## src/rtl/mem_pkg.sv

```systemverilog
// mem_pkg: shared sizing constants, helpers and types for the paged inter-stage memory
// and its writer/reader stages.
package mem_pkg;

    function automatic int clog2(input int v);
        int r;
        r = 0;
        for (int i = 0; i < 31; i++)
            if ((1 << i) < v) r = i + 1;
        return r;
    endfunction

    localparam int NPAGE             = 8;
    localparam int NENT_W            = 8;
    localparam int RAM_WIDTH_DEFAULT = 18;
    localparam int RAM_DEPTH_DEFAULT = 1024;
    localparam int PW                = clog2(NPAGE);
    localparam int AW                = clog2(RAM_DEPTH_DEFAULT);

    typedef logic [PW-1:0]     page_t;
    typedef logic [NENT_W-1:0] nent_t;
    typedef logic [AW-1:0]     addr_t;

    typedef enum logic {IDLE, OPEN} wr_state_e;

endpackage

```

## src/rtl/mem_page_writer_nent_sat_counter.sv

```systemverilog
// nent_sat_counter: enable/clear counter that stops at LIMIT; clear and increment in the
// same cycle yields 1 so a fresh page can take its first entry immediately.
module nent_sat_counter #(
    parameter int W     = 8,
    parameter int LIMIT = 255
) (
    input  logic         clk,
    input  logic         rstn,
    input  logic         clr_i,
    input  logic         inc_i,
    output logic [W-1:0] cnt_o,
    output logic         at_lim_o
);
    logic [W-1:0] cnt_q, cnt_d;

    assign at_lim_o = (cnt_q == W'(LIMIT));
    assign cnt_o    = cnt_q;

    always_comb begin
        cnt_d = (clr_i ? '0 : cnt_q) + W'(inc_i && (clr_i || !at_lim_o));
    end

    always_ff @(posedge clk or negedge rstn) begin
        if (!rstn) cnt_q <= '0;
        else       cnt_q <= cnt_d;
    end

endmodule

```

## src/rtl/mem_page_writer.sv

```systemverilog
// mem_page_writer: stream-to-page write front end with per-page entry counts.
// Define MEM_PAGE_WRITER_DROP_CNT_EN to add the saturating drop_cnt output.
module mem_page_writer #(
    parameter int  RAM_WIDTH = mem_pkg::RAM_WIDTH_DEFAULT,
    parameter int  RAM_DEPTH = mem_pkg::RAM_DEPTH_DEFAULT,
    parameter int  NPAGE     = mem_pkg::NPAGE,
    parameter int  NENT_W    = mem_pkg::NENT_W,
    localparam int AW        = mem_pkg::clog2(RAM_DEPTH),
    localparam int PW        = mem_pkg::clog2(NPAGE)
) (
    input  logic                    clk,
    input  logic                    rstn,
    input  logic                    bx_start,
    input  logic [PW-1:0]           bx_page,
    input  logic                    bx_end,
    input  logic [RAM_WIDTH-1:0]    din,
    input  logic                    din_valid,
    output logic                    din_ready,
    output logic [AW-1:0]           addra,
    output logic [RAM_WIDTH-1:0]    dina,
    output logic                    wea,
    output logic [NPAGE*NENT_W-1:0] nent_o,
    output logic [NPAGE-1:0]        nent_we,
    output logic                    overflow
`ifdef MEM_PAGE_WRITER_DROP_CNT_EN
    ,
    output logic [NENT_W-1:0]       drop_cnt
`endif
);
    import mem_pkg::*;

    localparam int EW      = AW - PW;
    localparam int MAX_ENT = RAM_DEPTH / NPAGE;

    wr_state_e                 state_q, state_d;
    logic [PW-1:0]             page_q, page_d;
    logic [AW-1:0]             addra_q, addra_d;
    logic [RAM_WIDTH-1:0]      dina_q, dina_d;
    logic                      wea_q, wea_d;
    logic [NPAGE-1:0]          we_q, we_d;
    logic [NPAGE*NENT_W-1:0]   nent_q, nent_d;
    logic [NENT_W-1:0]         cnt;
    logic                      cnt_full, acc;

    assign din_ready = (state_q == OPEN) | bx_start;
    assign acc       = din_valid & din_ready;

    // A datum accepted alongside bx_start belongs to the new page, so the counter restarts at 1.
    nent_sat_counter #(.W(NENT_W), .LIMIT(MAX_ENT)) u_cnt (
        .clk(clk), .rstn(rstn), .clr_i(bx_start), .inc_i(acc),
        .cnt_o(cnt), .at_lim_o(cnt_full)
    );

`ifdef MEM_PAGE_WRITER_DROP_CNT_EN
    logic drop_full;
    nent_sat_counter #(.W(NENT_W), .LIMIT((1 << NENT_W) - 1)) u_drop (
        .clk(clk), .rstn(rstn), .clr_i(bx_start), .inc_i(acc & ~bx_start & cnt_full),
        .cnt_o(drop_cnt), .at_lim_o(drop_full)
    );
    assign overflow = |drop_cnt;
`else
    logic ovf_q, ovf_d;
    assign ovf_d    = bx_start ? 1'b0 : (ovf_q | (acc & cnt_full));
    assign overflow = ovf_q;
    always_ff @(posedge clk or negedge rstn) begin
        if (!rstn) ovf_q <= 1'b0;
        else       ovf_q <= ovf_d;
    end
`endif

    always_comb begin
        state_d = bx_start ? OPEN : (bx_end ? IDLE : state_q);
        page_d  = bx_start ? bx_page : page_q;
        wea_d   = acc & (bx_start | ~cnt_full);
        addra_d = wea_d ? {page_d, (bx_start ? {EW{1'b0}} : cnt[EW-1:0])} : addra_q;
        dina_d  = wea_d ? din : dina_q;
        we_d    = '0;
        nent_d  = nent_q;
        if (state_q == OPEN && (bx_start || bx_end)) begin
            we_d[page_q] = 1'b1;
            nent_d[page_q*NENT_W +: NENT_W] = bx_start ? cnt : cnt + NENT_W'(wea_d);
        end
        // Opening after closing lets the zeroed count win when both name the same page.
        if (bx_start) begin
            we_d[bx_page] = 1'b1;
            nent_d[bx_page*NENT_W +: NENT_W] = '0;
        end
    end

    always_ff @(posedge clk or negedge rstn) begin
        if (!rstn) begin
            state_q <= IDLE;
            page_q  <= '0;
            addra_q <= '0;
            dina_q  <= '0;
            wea_q   <= 1'b0;
            we_q    <= '0;
            nent_q  <= '0;
        end else begin
            state_q <= state_d;
            page_q  <= page_d;
            addra_q <= addra_d;
            dina_q  <= dina_d;
            wea_q   <= wea_d;
            we_q    <= we_d;
            nent_q  <= nent_d;
        end
    end

    assign addra   = addra_q;
    assign dina    = dina_q;
    assign wea     = wea_q;
    assign nent_we = we_q;
    assign nent_o  = nent_q;

endmodule

```

## config.mk

```make
export PLATFORM = sky130hd
export DESIGN_NAME = mem_page_writer
export DESIGN_NICKNAME = d
export VERILOG_FILES = /design/src/rtl/mem_pkg.sv /design/src/rtl/mem_page_writer_nent_sat_counter.sv /design/src/rtl/mem_page_writer.sv
export SDC_FILE = /design/constraint.sdc
export NUM_CORES = 1
export LEC_CHECK = 0
export CORE_MARGIN = 5
export CORE_UTILIZATION = 35
export DETAILED_ROUTE_END_ITERATION = 7
export GPL_ROUTABILITY_DRIVEN = 1
export SLEW_MARGIN = 20
export SYNTH_ARGS = -nofsm -noshare
export SYNTH_HDL_FRONTEND = slang
export SYNTH_SLANG_ARGS = --single-unit
```

## constraint.sdc

```tcl
create_clock -name clk -period 7.34 [get_ports clk]
set_input_delay 1.468 -clock clk [delete_from_list [all_inputs] [get_ports clk]]
set_output_delay 1.468 -clock clk [all_outputs]
set_load 0.01 [all_outputs]
```

==> summary.md <==
| Metric | Value |
|---|---|
| Outcome | complete, no violations |
| Layout Utilization | 49.7% |
| Final total negative setup slack | 0 ns |
| Max Freq | 185 MHz |
| Commonest cells in the netlist | 114 x dfrtp_1, 92 x nand2_1, 62 x nor2_1, 24 x nand3_1, 23 x a211oi_1 |
| Clock Pin Slew Worst Setup and Hold Paths | 0.05 ns |
| Area growth from synthesis to layout | 40.2% |
| First-pass GRT wire length | 22700 um |
| Highest fanout seen on the critical path | 35 |
| Layout Cells excl Fill | 824 |
| Horizontal die dimension | 131 um |
| Total placed instance area | 6520 um2 |
| Number of synthesized register bits | 114 |
| Die area | 17200 um2 |
| Final hold viol count | 0 |
| Post-synth ARST share | 100% |
| Post-CTS Setup Bufs | 0 |
| Y dimension of the die | 131 um |
| Detailed Route WL | 14200 um |
| Required time at the worst-slack endpoint | 7.57 ns |
| DRC viols | 0 |
| Antenna Violating Nets Remaining | 0 |
| Part of the Yosys area used for sequential elements | 55.5% |
| IR Drop Worst-Case VDD | 0.159 mV |
| Final layout net count | 664 |
| Initial core utilization | 35.5% |
| Final worst path period need | 5.40 ns |
| Final worst clock skew | 0.00826 ns |
| Port Buf Inserts | 128 |
| Number of pins with negative max-slew slack in the final report | 0 |
| Power density cells | 308 nW/um2 |
| Antenna violations before repair | 0 |
| Syn_nets | 539 |
| Number of standard-cell rows in the floorplan | 44 |
| Actual slew at the worst max-slew pin | 1.11 ns |
| Setup WS pre-CTS | 1.37 ns |
| Startpoint Class | primary input |
| Max Cap Viol | 0 |
| Routed wire length per instance | 17.2 um |
| GRT Total Usage | 16.4% |
| Number of vias per cell | 4.95 |
| Number of antenna repair diodes | 0 |
| Post-Syn Area per Cell | 10.2 um2 |
| Share of the cycle needed by the critical path after routing | 73.6% |
| Dominant register cell in the synthesized netlist | dfrtp_1 |
| Vias | 4079 |
| Weighted congestion reported at the end of routability-driven placement | 0.794 |
| CTS tree | built |
| Maximum number of pins on one net before global-route repair | 63 |
| Slew headroom | 26.0% |
| Type of destination of the critical path | flop |
| Post-CTS Resized | 0 |
| Cell count after placement | 792 |
| DP Wirelength | 10100 um |
| Number of H-tree branching levels | 4 |
| Fraction of layout cells with a size suffix above 1 | 8.75% |
| Remaining global-route overflow | 0 |
| Post-synthesis instance total | 502 |
| Pre-Repair DR Iteration Count | 4 |
| Top-area cell type share of the netlist area | 55.5% |
| Post-Syn Area | 5140 um2 |
| Total clock sinks | 114 |
| Top-count cell post-synth | dfrtp_1 |
| Count of distinct cell types in the synthesized netlist | 43 |
| Clock insertion delay at the later pin of the skew report | 0.42 ns |
| Cts-stage hold buffer count | 0 |
| Cell type with the highest aggregate area in the netlist | dfrtp_1 |
| Area of all placed cells without fillers | 7200 um2 |
| Leak pwr | 3.09 nW |
| Setup Viol. Count Final | 0 |
| Area of the core | 14500 um2 |
| Number of global-route vias before repair | 4247 |
| Critical path class | in -> reg |
| Number of buffers added by the clock tree synthesis step | 17 |
| Top-level I/O count | 129 |
| Clock Tree Root | clkbuf_16 |
| Synthesis warning total | 0 |
| EDFF count, synth | 0 |
| Buffers from clock root to sink, at most | 2 |
| DRC violation total after the first TritonRoute iteration | 339 |
| Critical path arrival | 5.63 ns |
| Tightest Hold Check Type | reg -> reg |
| Unrepaired setup endpoints after global routing | false |
| Synth top area cells | dfrtp_1 56%, nand2_1 6.7%, nor2_1 4.5% |
| Setup WS post-layout | 1.94 ns |
[placed cells by master (no fill, tap or decap), types with 4 or more instances in the layout]
master,Yosys,routed
o22ai_1,9,9
clkbuf_16,0,17
nor2b_1,4,4
nor4_4,5,5
mux2i_1,14,14
a22oi_1,4,4
a211oi_2,4,4
a21oi_1,21,21
dfrtp_1,114,114
nor3_1,9,9
a211oi_1,23,23
xor2_1,5,5
nand2_1,92,92
nor2_1,62,62
inv_1,9,9
ha_1,11,11
clkbuf_8,0,6
nand3_1,24,24
or2_2,4,4
clkdlybuf4s50_1,0,127
buf_4,5,4
xnor2_1,5,5
o21ai_0,12,12
nand2b_1,18,18
bufinv_16,0,5
[registers in the layout, summed over array words and instances, names as in the netlist]
signal and cells:
nent_we 8, state_q 1, wea 1, dina 18, addra 10, page_q 3
nent_o 64, u_cnt.cnt_o 8, overflow 1
[metrics by stage]
step | power [W] | hold slack [ns]
global placement | 0.00129 | 0.457
CTS | 0.00225 | 0.476
floorplan | 0.00102 | 0.511
finish | 0.00222 | 0.472
global route | 0.00232 | 0.512
detailed placement | 0.00130 | 0.463
[cell type report]
cell class	instances	area, um2
Sequential cell	114	2850
Fill cell	1340	7280
Tap cell	184	230
Timing Repair Buffer	131	1300
Inverter	9	33.8
Clock inverter	9	173
Multi-Input combinational cell	354	2100
Clock buffer	23	508
[cell families after synthesis]
kind of cell | after synthesis | share of synthesized area [%]
AO/OA/AOI/OAI | 79 | 10.2
XOR/XNOR | 10 | 1.70
adder cells (fa/ha/maj) | 11 | 2.68
buffers and inverters | 34 | 3.53
flip-flops | 114 | 55.5
multiplexers | 17 | 3.38
AND/OR/NAND/NOR | 237 | 23.0
[where the power goes]
| part | switching (W) | internal (W) |
|---|---|---|
| clock | 0.000282 | 0.000654 |
| combinational | 0.000225 | 0.000258 |
| sequential | 0.0000698 | 0.000732 |
| total | 0.000576 | 0.00164 |
[critical path, cell delays in order]
cell and delay (ns):
clkdlybuf4s50_1 0.41, buf_4 0.24, nor4b_1 0.38, a31o_2 0.62, inv_1 0.55, ha_1 0.39
ha_1 0.19, and4b_1 0.20, nand3_1 0.10, xor2_1 0.87, a211oi_1 0.19
[routing by layer]
metal | GRT usage, % | vias to the layer above | routed length [um]
li1 | - | 1985 | -
met5 | 0 | - | 0
met4 | 5.37 | 0 | 180
met1 | 20.6 | 1944 | 6240
met2 | 25.7 | 132 | 6570
met3 | 7.03 | 18 | 1200
[worst paths after layout]
kind | from | end | slack, ns | depth (start not counted)
worst max-delay path | bx_start | nent_o[54]$_DFF_PN0_ | 1.94 | 11
worst min-delay path | dina[11]$_DFFE_PN0P_ | dina[11]$_DFFE_PN0P_ | 0.47 | 2
worst max register to register | u_cnt.cnt_o[5]$_DFF_PN0_ | nent_o[54]$_DFF_PN0_ | 3.11 | 9
worst min register to register | dina[11]$_DFFE_PN0P_ | dina[11]$_DFFE_PN0P_ | 0.47 | 2
max in group asynchronous | rstn | nent_o[0]$_DFF_PN0_ | 5.01 | 2
min in group asynchronous | rstn | nent_o[19]$_DFF_PN0_ | 1.14 | 1
(Power assumes the default switching activity.)
